**src/rtl/io_pkg.sv**
```systemverilog
// Shared definitions for the core output-port buffer: default sizes and FIFO entry layout.
// Entries are packed {address, data} with the address field in the MSBs.
package io_pkg;

  localparam int NUBITS_DEF = 32;
  localparam int NUIOOU_DEF = 8;
  localparam int FDEPTH_DEF = 4;

  // Address width; a single output address still needs one bit.
  function automatic int aow_f(input int nuioou);
    return (nuioou > 1) ? $clog2(nuioou) : 1;
  endfunction

  function automatic int entryw_f(input int aow, input int nubits);
    return aow + nubits;
  endfunction

  // Bit position where the address field starts inside an entry.
  function automatic int entry_addr_lsb_f(input int nubits);
    return nubits;
  endfunction

endpackage

```
**src/rtl/io_fifo_mem.sv**
```systemverilog
// Simple dual-port storage for io_out_buf: synchronous write, asynchronous read.
// The array carries no reset; validity is tracked by the controller.
module io_fifo_mem #(
  parameter int DEPTHW = 4,
  parameter int WIDTH  = 35
) (
  input  logic              clk,
  input  logic              we,
  input  logic [DEPTHW-1:0] waddr,
  input  logic [WIDTH-1:0]  wdata,
  input  logic [DEPTHW-1:0] raddr,
  output logic [WIDTH-1:0]  rdata
);

  logic [WIDTH-1:0] mem_r [2**DEPTHW];

  // Write port.
  always_ff @(posedge clk) begin
    if (we) begin
      mem_r[waddr] <= wdata;
    end
  end

  assign rdata = mem_r[raddr];

endmodule

```
**src/rtl/io_out_buf.sv**
```systemverilog
// Output-port buffer: FWFT FIFO between the core OUT strobe and a valid/ready consumer.
// Optional macro IO_OUT_LEVEL_EN exports the registered fill level on port `level`.
module io_out_buf
  import io_pkg::*;
#(
  parameter int NUBITS = NUBITS_DEF,
  parameter int NUIOOU = NUIOOU_DEF,
  parameter int FDEPTH = FDEPTH_DEF,
  localparam int AOW   = aow_f(NUIOOU)
) (
  input  logic              clk,
  input  logic              rst,
  input  logic              out_en,
  input  logic [AOW-1:0]    addr_out,
  input  logic [NUBITS-1:0] data_out,
  output logic              o_valid,
  input  logic              o_ready,
  output logic [AOW-1:0]    o_addr,
  output logic [NUBITS-1:0] o_data,
  output logic              full,
  output logic              ovf,
  input  logic              ovf_clr
`ifdef IO_OUT_LEVEL_EN
  ,
  output logic [FDEPTH:0]   level
`endif
);

  localparam int ENTRYW   = entryw_f(AOW, NUBITS);
  localparam int ADDR_LSB = entry_addr_lsb_f(NUBITS);

  localparam logic [FDEPTH:0]   CNT_ZERO = (FDEPTH+1)'(0);
  localparam logic [FDEPTH:0]   CNT_ONE  = (FDEPTH+1)'(1);
  localparam logic [FDEPTH:0]   CNT_FULL = (FDEPTH+1)'(2**FDEPTH);
  localparam logic [FDEPTH-1:0] PTR_ONE  = FDEPTH'(1);

  logic [FDEPTH-1:0] wr_ptr_r;
  logic [FDEPTH-1:0] rd_ptr_r;
  logic [FDEPTH-1:0] rd_ptr_nxt_s;
  logic [FDEPTH:0]   count_r;
  logic [FDEPTH:0]   count_left_s;
  logic [FDEPTH:0]   count_nxt_s;
  logic              push_s;
  logic              pop_s;
  logic              drop_s;
  logic              bypass_s;
  logic [ENTRYW-1:0] wr_entry_s;
  logic [ENTRYW-1:0] rd_entry_s;
  logic [ENTRYW-1:0] head_nxt_s;

  assign wr_entry_s = {addr_out, data_out};

  io_fifo_mem #(
    .DEPTHW (FDEPTH),
    .WIDTH  (ENTRYW)
  ) u_mem (
    .clk   (clk),
    .we    (push_s),
    .waddr (wr_ptr_r),
    .wdata (wr_entry_s),
    .raddr (rd_ptr_nxt_s),
    .rdata (rd_entry_s)
  );

  // Handshake decode and next-state of pointers, count and head entry.
  always_comb begin
    pop_s        = o_valid && o_ready;
    push_s       = out_en && (!full || pop_s);
    drop_s       = out_en && full && !pop_s;
    count_left_s = count_r;
    rd_ptr_nxt_s = rd_ptr_r;
    if (pop_s) begin
      count_left_s = count_r - CNT_ONE;
      rd_ptr_nxt_s = rd_ptr_r + PTR_ONE;
    end else begin
      count_left_s = count_r;
      rd_ptr_nxt_s = rd_ptr_r;
    end
    if (push_s) begin
      count_nxt_s = count_left_s + CNT_ONE;
    end else begin
      count_nxt_s = count_left_s;
    end
    // A write landing in an otherwise empty FIFO is not in storage yet; forward it.
    bypass_s = push_s && (count_left_s == CNT_ZERO);
    if (bypass_s) begin
      head_nxt_s = wr_entry_s;
    end else begin
      head_nxt_s = rd_entry_s;
    end
  end

  // Pointers, count, flags and registered head outputs.
  always_ff @(posedge clk or negedge rst) begin
    if (!rst) begin
      wr_ptr_r <= '0;
      rd_ptr_r <= '0;
      count_r  <= '0;
      o_valid  <= 1'b0;
      o_addr   <= '0;
      o_data   <= '0;
      full     <= 1'b0;
      ovf      <= 1'b0;
    end else begin
      if (push_s) begin
        wr_ptr_r <= wr_ptr_r + PTR_ONE;
      end
      rd_ptr_r <= rd_ptr_nxt_s;
      count_r  <= count_nxt_s;
      full     <= (count_nxt_s == CNT_FULL);
      o_valid  <= (count_nxt_s != CNT_ZERO);
      if (count_nxt_s != CNT_ZERO) begin
        o_addr <= head_nxt_s[ADDR_LSB +: AOW];
        o_data <= head_nxt_s[NUBITS-1:0];
      end
      // A new drop outranks a coincident clear.
      if (drop_s) begin
        ovf <= 1'b1;
      end else if (ovf_clr) begin
        ovf <= 1'b0;
      end
    end
  end

`ifdef IO_OUT_LEVEL_EN
  assign level = count_r;
`endif

endmodule

```
**config.mk**
```make
export PLATFORM = sky130hd
export DESIGN_NAME = io_out_buf
export DESIGN_NICKNAME = d
export VERILOG_FILES = /design/src/rtl/io_pkg.sv /design/src/rtl/io_fifo_mem.sv /design/src/rtl/io_out_buf.sv
export SDC_FILE = /design/constraint.sdc
export NUM_CORES = 1
export LEC_CHECK = 0
export ABC_CLOCK_PERIOD_IN_PS = 3900
export BUFFER_PORTS_ARGS = -buffer_cell sky130_fd_sc_hd__clkbuf_2
export CORE_MARGIN = 5
export CORE_UTILIZATION = 30
export CTS_BUF_LIST = sky130_fd_sc_hd__clkbuf_4 sky130_fd_sc_hd__clkbuf_8
export DETAILED_ROUTE_END_ITERATION = 6
export GPL_ROUTABILITY_DRIVEN = 0
export PLACE_DENSITY = 0.51
export SETUP_SLACK_MARGIN = 0.02
export SYNTH_ARGS = -nofsm -noshare
export SYNTH_HDL_FRONTEND = slang
export SYNTH_HIERARCHICAL = 1
export SYNTH_SLANG_ARGS = --single-unit
```
**constraint.sdc**
```tcl
create_clock -name clk -period 3.9 [get_ports clk]
set_clock_uncertainty 0.1 [all_clocks]
set_input_delay 0 -clock clk [delete_from_list [all_inputs] [get_ports clk]]
set_output_delay 0 -clock clk [all_outputs]
set_load 0.02 [all_outputs]
```
==> Word level (Yosys, flattened, before mapping) <==
Memories as Yosys holds them, arrays and structs flattened.
Cells that the tools add are included.
{ "op_classes": {"eq_ne": 1, "magnitude_cmp": 0, "mux": 8, "addsub": 4, "div": 0, "reduce_logical": 11, "n_bitwise": 0, "shifts": 0, "mul": 0} }
{ "op_table": {"columns": ["op", "count"], "rows": [
  ["2-to-1 mux 35 bit", 1],
  ["2-to-1 mux 5 bit", 2],
  ["adder 4 x 1 -> 4 bit, second input constant", 2],
  ["adder 5 x 1 -> 5 bit, second input constant", 1],
  ["equality test 5 bit, second input constant", 1],
  ["logical AND 1 bit", 5],
  ["logical NOT 5 bit", 1],
  ["nonzero test 5 bit", 1],
  ["subtractor 5 x 1 -> 5 bit, second input constant", 1],
  ["2-to-1 mux 1 bit", 4],
  ["2-to-1 mux 4 bit", 1],
  ["logical NOT 1 bit", 2],
  ["nonzero test 2 bit", 1],
  ["logical OR 1 bit", 1]
]} }
{ "totals": {"in_bits": 40, "n_memories": 1, "wordCells": 33, "register_bits": 51, "latchBits": 0, "mem_bits_rw": 560, "out_inout_bits": 38, "romBits": 0} }
{ "mem_list": {"columns": ["name", "depth", "width", "read_ports", "rd_ports_with_merged_regs", "write_ports", "line_no", "text"], "rows": [
  ["u_mem.mem_r", 16, 35, 1, 0, 1, "io_fifo_mem.sv:15", "logic [WIDTH-1:0] mem_r [2**DEPTHW];"]
]} }

==> Longest topological paths before layout <==
{ "logic_depth": {"word_depth": 5, "mapped_depth": 13, "ltp_nobuf": 11} }

==> Hierarchy <==
Netlist, hierarchy kept.
{ "modules_own_cells": {"columns": ["mod", "seq_area_each_um2", "cells_each", "area_each_um2", "n_inst"], "rows": [
  ["io_fifo_mem", 16816.1, 879, 21351.7, 1],
  ["io_out_buf", 1276.2, 190, 2711.4, 1]
]} }

==> Worst setup path before layout <==
Ideal clock, no wire load.
{ "synth_path": {"path_kind": "register to register", "startpoint": "register o_valid", "endpoint": "memory u_mem.mem_r[0][0], enable pin", "slack_ns": -0.542, "path_buffers": 0, "arrival_ns": 3.872, "period_less_slack_ns": 4.442, "setup_time_ns": 0.471, "required_ns": 3.329, "stages_incl_launch_ff": 6, "cell_sequence": "dfrtp_1 -> a21bo_2 -> nand2_1 -> clkinv_1 -> or3b_2 -> nor3_1"} }
{ "synth_between": {"elab_chain_cells": 5} }
{ "synth_rtl": {"columns": ["element", "line_no", "text"], "rows": [
  ["start: declaration", "io_out_buf.sv:16", "output logic o_valid,"],
  ["start signal: assignment", "io_out_buf.sv:111", "o_valid <= (count_nxt_s != CNT_ZERO);"],
  ["logical AND 1 bit", "io_out_buf.sv:67", "pop_s = o_valid && o_ready;"],
  ["logical OR 1 bit", "io_out_buf.sv:68", "push_s = out_en && (!full || pop_s);"],
  ["logical AND 1 bit", "io_out_buf.sv:68", null],
  ["named net push_s", "io_out_buf.sv:43", "logic push_s;"],
  ["2-to-1 mux 1 bit", "io_fifo_mem.sv:19", "if (we) begin"],
  ["2-to-1 mux 1 bit (implied by the code)", "io_fifo_mem.sv:20", "mem_r[waddr] <= wdata;"],
  ["end: declaration", "io_fifo_mem.sv:15", null]
]} }
The timed path passes the listed nets, and every way through them passes these cells.

==> Final worst setup path <==
{ "layout_path": {"startpoint": "register o_valid", "endpoint": "register o_data[3]"} }
{ "layout_between": {"elab_chain_cells": 5, "elab_cells_between_ends": 12, "classes_between": "add/sub: 1; mux: 4; reduce/logical: 6; memory: 1"} }
{ "layout_rtl": {"columns": ["element", "line_no", "text"], "rows": [
  ["logical AND 1 bit *", "io_out_buf.sv:67", null],
  ["2-to-1 mux 5 bit / logical OR 1 bit (equally long branches)", "io_out_buf.sv:72, io_out_buf.sv:68", null],
  ["adder 5 x 1 -> 5 bit / logical AND 1 bit (equally long branches)", "io_out_buf.sv:80, io_out_buf.sv:68", null],
  ["2-to-1 mux 5 bit *", "io_out_buf.sv:79", "if (push_s) begin"],
  ["named net count_nxt_s[4]", "io_out_buf.sv:42", "logic [FDEPTH:0] count_nxt_s;"],
  ["nonzero test 5 bit *", "io_out_buf.sv:112", "if (count_nxt_s != CNT_ZERO) begin"],
  ["end signal: assignment", "io_out_buf.sv:114", "o_data <= head_nxt_s[NUBITS-1:0];"],
  ["end: declaration", "io_out_buf.sv:19", "output logic [NUBITS-1:0] o_data,"]
]} }
Mark *: on every way through the listed nets, which the timed path passes. The rest lies on a longest branch.
A chain may end at the register's enable or synchronous reset.

==> results.cfg <==
[status]
outcome = completed

[yosys]
summed_instance_area_of_the_synthesized_netlist_um2 = 24100
synth-edff-count = 560
postSynthNetCount = 1114
ys.flop_type = edfxtp_1
syn_avg_cell_area_um2 = 22.5
synth-seq-area-share_pct = 75.2
synthesis.instances = 1069
asyncSetResetFlopFracSynth_pct = 8.35
yosys.cell_types.count = 44
yosysWarningCount = 6
synth.ff_latch_count = 611

[power_and_ir_drop]
sequentialPowerShare_pct = 36.2
power.share.clock_pct = 23.6
p_comb_share_pct = 40.2
cellInternalPower_w = 0.0158
p_per_area_nw_per_um2 = 825
ir_worst_vdd_uv = 597
p_sw_share_pct = 32.9
p_switching_w = 0.00776
leakage_nw = 9.66

[worst_setup_path]
ff2ff_path_depth = 11
setup.worst_path.end_class = register
timing.critical_path.fanout_max = 36
cp-start-kind = register
setup.worst_path.class = register to register
worstPathRequired_ps = 4370
reg_to_reg_endpoint = o_data[3]$_DFFE_PN0P_
crit_end = o_data[3]$_DFFE_PN0P_
cp_data_arrival_time_ps = 4010
r2r_setup_slack_ps = 370
start_of_the_worst_register_to_register_path = o_valid$_DFF_PN0_
worst_setup_startpoint = o_valid$_DFF_PN0_

[cts]
post_cts_resized = 0
setup_bufs_post_cts = 0
cts_htree_levels = 3
clock_path_buffers = 3
cts_num_sinks = 611
worstSkewPairLatency_ps = 690
cts_hold_buffers = 45
clk_root_buffer_cell = clkbuf_8
number_of_buffers_added_by_the_clock_tree_synthesis_step = 100
cts_tree = yes
worst_setup_hold_path_clk_slew_ps = 60

[drt]
final_antenna_net_count = 0
drc = 0
detail_route.iter0.violations = 744
wl_per_cell_um = 24.7
vias_per_cell = 4.83
routed_wl_um = 59500
via_count = 11650
detail_route.first_pass.iterations = 5

[layout]
layout.cells.most_common = edfxtp_1
area.growth.synth_to_final_pct = 18.6
final_layout_size_suffix_gt1_share_pct = 34.1
seqCellArea_um2 = 18100
most_frequent_cells_in_the_layout = 560 x edfxtp_1, 102 x clkbuf_8, 83 x mux4_2
postLayoutCoreUtil_pct = 36.0
fillCellCount = 7304
multiInputGateArea_um2 = 5650
finish.net_count = 1323

[placed_design]
hpwlAfterDp_um = 30200
pre_cts_slack_ps = 692
placement.io_buffers = 77

[floorplanning]
core_area_um2 = 79300
floorplan.die.width_um = 293
io-pin-count = 78
dieArea_um2 = 86000
placement_rows = 103
floorplan.die.height_um = 293
initial_utilization_pct = 30.4

[timing]
grt_setup_unrepaired = no
holdWs_ps = 174
fin_setup_tns_ps = 0
final_max_slew_viol_count = 0
slew_headroom_pct = 27.6
setup_viol = 0
post-route-worst-setup-slack_ps = 366
post_route_fraction_of_the_period_consumed_by_the_critical_path_pct = 90.6
fin_crit_ps = 3530
max_fclk_ghz = 0.283
worst-slew-pin-transition_ps = 1080
report.final.hold_viol_count = 0

[global_route]
grt_first_pass_wirelength_um = 86600
grt_antenna_before_repair = 3
gr-total-overflow = 0
grt_start_max_net_pins = 74
via_count_of_the_first_global_routing_pass = 12460
grt_util_all_layers_pct = 13.7

[run]
max_cap_viol_count = 0

[hold_path]
path_class_of_the_lowest_slack_min_delay_path = primary input to register
worst_hold_path.num_cells = 2
critical path: stages, from the launching register on:
cell           delay, ps
dfrtp_1              430
nand2_2              210
xnor2_1              430
inv_1                 90
ha_1                 250
nand3_1               70
dlygate4sd3_1        600
a211oi_2              60
xnor2_1              250
a211o_2              170
buf_12               340
mux2_2               380
power groups by stage:
stage	clock network [W]	logic [W]	registers (W)
after floorplan	0	0.00673	0.00876
after global placement	0	0.00947	0.00864
after detailed placement	0	0.00957	0.00866
after CTS	0.00572	0.00966	0.00854
after global routing	0.00604	0.0101	0.00860
final	0.00555	0.00947	0.00852
cell usage after synthesis, types with 2 or more instances:
cell	n	area, um2
edfxtp_1	560	16800
mux4_2	83	1870
a22oi_1	70	526
mux4_1	57	1500
dfrtp_1	51	1280
mux2_2	42	473
nand2_1	42	158
mux2_4	29	435
clkbuf_1	19	71.3
nor2_1	16	60.1
buf_2	15	75.1
buf_12	14	280
xnor2_1	11	96.3
inv_1	6	22.5
ha_1	5	62.6
nand3_1	5	25.0
buf_1	4	15.0
nor3_1	4	20.0
and2_1	3	18.8
buf_6	3	33.8
a21oi_1	2	10.0
nand2b_1	2	12.5
nand3b_1	2	15.0
nand4_1	2	12.5
nor2b_1	2	12.5
xor2_1	2	17.5
stage by stage:
stage	cell area, um2	instances	total power (W)
floorplan	24100	1069	0.0155
global placement	26100	2181	0.0181
detailed placement	26100	2181	0.0182
CTS	28500	2410	0.0239
global route	28500	2411	0.0248
finish	28500	2412	0.0235
flip-flops by register name, summed over array words and instances (netlist names):
signal,flops
u_mem/mem_r,560
ovf,1
o_addr,3
o_valid,1
o_data,32
rd_ptr_r,4
count_r,5
wr_ptr_r,4
full,1
metal layers:
metal  global-route usage [%]  vias to the layer above  part of all wire (%)
li1                         -                     4984                     -
met1                     18.8                     6282                    45
met2                     22.4                      294                    49
met3                     2.95                       88                   4.8
met4                     3.41                        2                   1.8
met5                        0                        -                 0.022
how the worst min path moves through the flow:
stage,start,to,slack [ps]
after detailed placement,ovf_clr,ovf$_DFFE_PN0P_,110
after CTS,data_out[4],u_mem/mem_r[8][4]$_DFFE_PP_,110
after global placement,ovf_clr,ovf$_DFFE_PN0P_,100
final,data_out[4],u_mem/mem_r[8][4]$_DFFE_PP_,170
after global routing,data_out[4],u_mem/mem_r[15][4]$_DFFE_PP_,150
after floorplan,rst,count_r[0]$_DFF_PN0_,-400
layout make-up:
cell class	count	area share, %
well taps	1050	4.60
flip-flops and latches	611	63.4
inverters	7	0.0921
clock inverters	37	0.908
clock buffers	147	6.10
diodes	2	0.0175
repair buffers	162	5.06
multi-input cells	396	19.8
cells by family after synthesis:
group                      Yosys count  share of synthesized area, %
buffers and inverters               62                          2.09
AOI/OAI and AO/OA                   79                          2.47
muxes                              211                          17.8
xor gates and xnor gates            14                         0.541
adders and majority gates            5                         0.260
and+or+nand+nor                     87                          1.69
DFF                                611                          75.2
Note: power is estimated with default switching activity, not from simulation.
